**src/rtl/muxn_arb.sv**
```systemverilog
// N-channel registered funnel with round-robin arbitration, a manual steering mode and valid/ready on every channel.
// Define MUXN_ARB_FIXED_PRI_EN to replace round-robin with fixed lowest-index priority.
module muxn_arb #(
    parameter int N     = 4,
    parameter int WIDTH = 16,
    parameter int SELW  = 2
) (
    input  logic                 clk,
    input  logic                 rst_n,
    input  logic [N-1:0]         in_valid,
    input  logic [N*WIDTH-1:0]   in_data,
    output logic [N-1:0]         in_ready,
    input  logic                 manual,
    input  logic [SELW-1:0]      sel,
    output logic                 out_valid,
    output logic [WIDTH-1:0]     out_data,
    output logic [SELW-1:0]      out_chan,
    input  logic                 out_ready
);

    logic             can_load;
    logic             grant_valid;
    logic             load;
    logic [SELW-1:0]  grant;
    logic [SELW-1:0]  ptr;
    logic [WIDTH-1:0] grant_data;

    assign can_load = !out_valid || out_ready;

    always_comb begin : arbitrate
        int idx;
        grant       = '0;
        grant_valid = 1'b0;
        idx         = 0;
        if (manual) begin
            if (int'(sel) < N) begin
                grant       = sel;
                grant_valid = in_valid[sel];
            end
        end else begin
            // Walk offsets high to low so the candidate closest to ptr is written last and wins.
            for (int k = N - 1; k >= 0; k--) begin
                idx = int'(ptr) + k;
                if (idx >= N) idx = idx - N;
                if (in_valid[idx]) begin
                    grant       = SELW'(idx);
                    grant_valid = 1'b1;
                end
            end
        end
    end

    always_comb begin
        grant_data = '0;
        for (int i = 0; i < N; i++) begin
            if (grant == SELW'(i)) grant_data = in_data[i*WIDTH +: WIDTH];
        end
    end

    // in_ready is held low while reset is asserted, independent of the register state.
    assign load = rst_n && can_load && grant_valid;

    always_comb begin
        in_ready = '0;
        if (load) in_ready[grant] = 1'b1;
    end

`ifdef MUXN_ARB_FIXED_PRI_EN
    assign ptr = '0;
`else
    always_ff @(posedge clk or negedge rst_n) begin
        if (!rst_n) begin
            ptr <= '0;
        end else if (load && !manual) begin
            ptr <= (grant == SELW'(N - 1)) ? '0 : grant + SELW'(1);
        end
    end
`endif

    // Output register stage: reloads on any input transfer, empties on an output transfer alone.
    always_ff @(posedge clk or negedge rst_n) begin
        if (!rst_n) begin
            out_valid <= 1'b0;
            out_data  <= '0;
            out_chan  <= '0;
        end else if (load) begin
            out_valid <= 1'b1;
            out_data  <= grant_data;
            out_chan  <= grant;
        end else if (out_ready) begin
            out_valid <= 1'b0;
        end
    end

endmodule

```
**config.mk**
```make
export PLATFORM = sky130hd
export DESIGN_NAME = muxn_arb
export DESIGN_NICKNAME = d
export VERILOG_FILES = /design/src/rtl/muxn_arb.sv
export SDC_FILE = /design/constraint.sdc
export NUM_CORES = 1
export LEC_CHECK = 0
export BUFFER_PORTS_ARGS = -buffer_cell sky130_fd_sc_hd__buf_2
export CORE_MARGIN = 8
export CORE_UTILIZATION = 40
export DETAILED_ROUTE_END_ITERATION = 7
export GPL_TIMING_DRIVEN = 0
export PLACE_DENSITY = 0.83
export SETUP_SLACK_MARGIN = 0.05
export SLEW_MARGIN = 20
export SYNTH_ARGS = -nofsm -noshare
export SYNTH_HDL_FRONTEND = slang
export SYNTH_SLANG_ARGS = --single-unit
```
**constraint.sdc**
```tcl
create_clock -name clk -period 3.6 [get_ports clk]
set_clock_uncertainty 0.15 [all_clocks]
set_input_delay 0.54 -clock clk [delete_from_list [all_inputs] [get_ports clk]]
set_output_delay 0.54 -clock clk [all_outputs]
set_load 0.1 [all_outputs]
```
==> out/summary.txt, run 1 <==
Synth cell types: 32
Commonest non-fill, non-tap cells in the layout: buf_2, nand2_1, a21oi_1, dfrtp_1, nor2_1
# fillers: 371
Wire per inst: 16.4 um
Row cnt: 22
Core box area: 0.00363 mm^2
DRC violations left: 0
Worst Path Required: 2910 ps
Area of the multi-input gates: 882 um^2
Max-Cap Viols: 0
CP max-delay cell: dfrtp_1
Tmin final: 3380 ps
Slew headroom: 62.2%
CTS tree: yes
Ports: 97
Synth warn: 0
DRT Pass-1 Iters: 5
Worst min-delay path category: in2async
Placed cell count: 334
Total routed wirelength: 5.48 mm
Syn Area/Cell: 7.85 um^2
DIE AREA: 0.00597 mm^2
Final hold viol count: 0
Final nets: 366
Total Power Consumption: 1.71 mW
Tot GR Track Use: 18.2%
Root buffer cell: clkbuf_8
Share of cells above drive strength 1: 40.4%
Post-Synthesis Cells: 191
CP peak stage delay: 450 ps
Vias per cell: 5.53
Initial Utilization: 41.3%
Setup TNS: 0 ps
Vias in the first global route: 1864
Grt total ovfl: 0
Initial antenna violation count: 0
Htree depth: 1
I/O Buffers: 95
First-pass GRT wire length: 8.91 mm
Clock Tree Buf Depth: 2
Worst-path cell chain: a21boi_0 -> o21bai_1 -> a21oi_1 -> or3_1 -> and2_1 -> ha_1 -> clkbuf_1 -> inv_1 -> nor2_2 -> buf_2
Max-slew violations: 0
Setup Crit Path Kind: reg2out
Pwr/cell area: 819 mW/mm^2
Worst VDD drop: 294 uV
Die W: 77.2 um
RSZ-0062 raised after global routing: yes
Critical path endpoint category: output pin
Vias: 1853
Commonest non-fill, non-tap cell in the layout: buf_2
Post-CTS setup buffers: 0
CTS Buf Count: 3
Die H: 77.2 um
Antenna viol nets, final: 0
Share of flip-flops with an asynchronous set or reset: 100%
Layout area overhead: 39.5%
R2R Setup Slk: 350 ps
Crit share post-route: 93.8%
1st-iter DRT viols: 123
Register area share after synthesis: 35.0%
Status: completed
Fin cells: 335
Clock-pin slew of the registers on the worst-case setup and hold paths: 80 ps
Max Fclk: 296 MHz
Pre-CTS setup slack: -239 ps
N_diodes: 0
Skew-Pair Late Insertion Delay: 260 ps
Number of setup violations in the final report: 0
Hold slack: 111 ps
#FFs+latches synth: 21
Syn nets: 269
Worst-path fanout max: 9
Gpl congestion: 0.871
Slew @ Worst Pin: 567 ps
Critical path launch point type: register
Synth Flop Type: dfrtp_1
Clk sinks: 21
PnR worst setup slack: 222 ps
Register Area: 526 um^2
WP data arrival: 2690 ps
HPWL after DPL: 4.38 mm
Pleak: 1.04 nW
Mapped cell area: 0.00150 mm^2
Number of synthesized flops with an enable pin: 0
Largest net degree at the start of global routing: 25
synth_stat cells, types with 2 or more instances:
library cell  number  area, um^2
nor3_1            15        75.1
a221oi_1          16         140
dfrtp_1           21         526
nand2_1           23        86.3
a211oi_1           2        15.0
nor3b_1            2        15.0
nor2b_1            2        12.5
o21ai_0           19        95.1
inv_1              9        33.8
clkbuf_1           9        33.8
nor2_1            23        86.3
a21oi_1           21         105
ha_1               4        50.1
a21o_1             2        15.0
buf_6              3        33.8
nand2b_1           4        25.0
worst max-delay path: cells and delay by family (launching register included):
family | cells | cell delay (ps)
fa+ha+maj | 1 | 150
simple gates | 3 | 440
compound gates | 3 | 430
flops | 1 | 450
buf+inv | 3 | 950
cell type report:
cell class,count,area share [%]
tap,48,2.87
multi-input combinational,147,42.1
sequential,21,25.1
inverter,9,1.61
clock buffer,4,2.15
buffer,11,3.17
timing repair buffer,95,23.0
what timing repair did:
action	in CTS	in global routing
gates resized for setup	3	4
endpoints found under the setup margin	2	12
hold endpoints to repair	0	0
hold buffers	0	0
final timing paths:
path                              from            to  depth (start not counted)
max                             ptr[1]   in_ready[1]                         10
min                              rst_n   out_data[9]                          1
max reg2reg                     ptr[1]   out_data[8]                         13
min reg2reg                out_data[7]   out_data[7]                          2
max in group asynchronous        rst_n  out_data[15]                          1
min in group clk           out_data[7]   out_data[7]                          2
state kept, by name (all words and copies together) (netlist names):
register   count
out_data      16
out_chan       2
ptr            2
out_valid      1
metrics by stage:
| step | utilization, % | instance area, um^2 |
|---|---|---|
| after detailed placement | 56.2 | 2040 |
| after CTS | 57.5 | 2090 |
| after floorplan | - | 1510 |
| after global routing | 57.6 | 2090 |
| final | 57.6 | 2090 |
| after global placement | 56.2 | 2040 |
kinds of logic (layout without fill, tap and decap cells):
kind of cell,count (synthesis),after routing,share of synthesized area [%]
muxes,3,3,3.25
and+or+nand+nor,75,75,23.6
adders and majority gates,4,4,3.34
buffers and inverters,23,119,7.34
DFF,21,21,35.0
AOI/OAI and AO/OA,65,65,27.4
layer usage:
| layer | part of all wire [%] | up-vias | GRT usage (%) |
|---|---|---|---|
| met5 | 0 | - | 0 |
| met4 | 3.4 | 0 | 8.49 |
| met3 | 6.7 | 18 | 4.31 |
| met2 | 51 | 100 | 31.8 |
| met1 | 39 | 858 | 20.1 |
| li1 | - | 877 | - |
power by group:
group / internal (mW) / leakage [nW] / switching, mW / total [mW]
Combinational: 0.254 / 0.752 / 0.926 / 1.18
Clock: 0.0788 / 0.0228 / 0.0769 / 0.156
Sequential: 0.324 / 0.263 / 0.0550 / 0.379
Total: 0.657 / 1.04 / 1.06 / 1.71
Note: power is estimated with default switching activity, not from simulation.
==> run 2, diff against run 1 <==
- REMOVE_ABC_BUFFERS: not set -> 1
==> run 2 against run 1 <==
Worst hold slack better by 4.8 ps. Cell area down 0.60%. Sequential cell count unchanged. Clock power decreased by 3%. Cell count decreased by 1.8%. Largest cell class unchanged. Highest routed layer unchanged.
==> out/summary.txt, run 2 (synthesis gave the netlist of run 1 again) <==
Clock-pin slew of the registers on the worst-case setup and hold paths: 80 ps
Crit share post-route: 93.1%
Skew-Pair Late Insertion Delay: 250 ps
Worst-path fanout max: 18
WP data arrival: 2660 ps
Antenna viol nets, final: 0
Layout area overhead: 38.7%
Initial antenna violation count: 0
Total routed wirelength: 4.91 mm
Worst min-delay path category: in2async
Max Fclk: 298 MHz
Worst Path Required: 2910 ps
CTS tree: yes
Initial Utilization: 41.3%
HPWL after DPL: 3.70 mm
Final hold viol count: 0
CP max-delay cell: dfrtp_1
N_diodes: 0
Die H: 77.2 um
Commonest non-fill, non-tap cell in the layout: buf_2
Slew @ Worst Pin: 547 ps
Max-slew violations: 0
Total Power Consumption: 1.71 mW
PnR worst setup slack: 249 ps
Share of cells above drive strength 1: 40.9%
Vias in the first global route: 1671
Worst VDD drop: 353 uV
Reg2Reg Depth: 11
Largest net degree at the start of global routing: 38
Kind of cell adding the most delay to the critical path: buffers and inverters
I/O Buffers: 96
Grt total ovfl: 0
Htree depth: 1
DRC violations left: 0
Worst Path Buf+Inv: 2
CTS Buf Count: 3
Max reg flops: 16
Core Util, Final: 57.3%
DRT Pass-1 Iters: 4
Row cnt: 22
Status: completed
Setup Crit Path Kind: reg2out
Root buffer cell: clkbuf_8
Final nets: 360
Clk sinks: 21
Vias: 1765
Commonest non-fill, non-tap cells in the layout: buf_2, nand2_1, nor2_1
Pwr/cell area: 822 mW/mm^2
Clock Tree Buf Depth: 2
Reg with most FFs: out_data
Max-Cap Viols: 0
1st-iter DRT viols: 99
Gpl congestion: 0.814
Pre-CTS setup slack: -457 ps
First-pass GRT wire length: 7.76 mm
Wire per inst: 14.9 um
Critical path endpoint category: output pin
Placed cell count: 321
Largest regs: out_data (16), out_chan (2), ptr (2)
RSZ-0062 raised after global routing: no
Crit. path cell count: 9
CP peak stage delay: 460 ps
Worst-path cell chain: a21boi_0 -> o21bai_1 -> a21oi_1 -> or3_1 -> and2_1 -> ha_2 -> inv_1 -> nor2_1 -> buf_2
Fin cells: 329
R2R Setup Slk: 570 ps
Ports: 97
Pleak: 1.02 nW
Die W: 77.2 um
Vias per cell: 5.36
Slew headroom: 63.5%
Number of setup violations in the final report: 0
DIE AREA: 0.00597 mm^2
Tot GR Track Use: 15.3%
Critical path launch point type: register
Core box area: 0.00363 mm^2
Tmin final: 3350 ps
## run 2: cell count changes in the layout (fill, tap and decap cells not counted), moves of 2 or more
cell and delta:
buf_4 +3, clkbuf_1 -5, buf_6 -3, nor2_1 +3, nor2_2 -3, ha_1 -2, ha_4 +2
## run 2: metal layers
layer	vias up	GRT usage, %	wire, um
met5	-	0	0
met4	0	3.96	40
met3	6	4.78	436
met2	77	26.5	2420
met1	819	17.7	2020
li1	863	-	-
## run 2: final timing paths
check,startpoint,to
min in group clk,out_data[2],out_data[2]
max reg2reg,ptr[1],out_data[0]
min,rst_n,out_data[1]
max,ptr[1],in_ready[1]
max in group asynchronous,rst_n,out_data[15]
min reg2reg,out_data[2],out_data[2]
## run 2: stage by stage
stage | hold slack (ps) | TNS, ps | cell area [um^2]
after floorplan | 94.4 | -851 | 1420
after global placement | 310 | -4810 | 1960
after detailed placement | 316 | -6400 | 1960
after CTS | 135 | 0 | 2020
after global routing | 157 | 0 | 2080
final | 116 | 0 | 2080
## run 2: report_power, final
part / internal, mW / switching, mW
combinational: 0.266 / 0.913
sequential: 0.325 / 0.0562
clock: 0.0785 / 0.0721
## run 2: timing repair
| item | CTS | global route |
|---|---|---|
| gates cloned | 0 | 0 |
| gates resized for setup | 4 | 5 |
| pin swaps | 0 | 0 |
| setup buffers | 0 | 4 |
| endpoints found under the setup margin | 17 | 18 |
| hold buffers | 0 | 0 |
## run 2: cell type report
cell class / count / area [um^2]
clock buffer: 4 / 45.0
tap: 48 / 60.1
fill: 375 / 1550
inverter: 9 / 37.5
timing repair buffer: 100 / 513
sequential: 21 / 526
multi-input combinational: 147 / 900
## run 2: worst reg2reg max path, cell delays in order, from the launching register on
cell	delay, ps
dfrtp_1	460
nand2b_1	180
a21o_1	170
a211oi_1	330
a21o_1	240
inv_1	90
ha_2	320
nor2b_4	400
a221oi_1	150
nor3_1	250
a21oi_1	60
o21ai_0	160
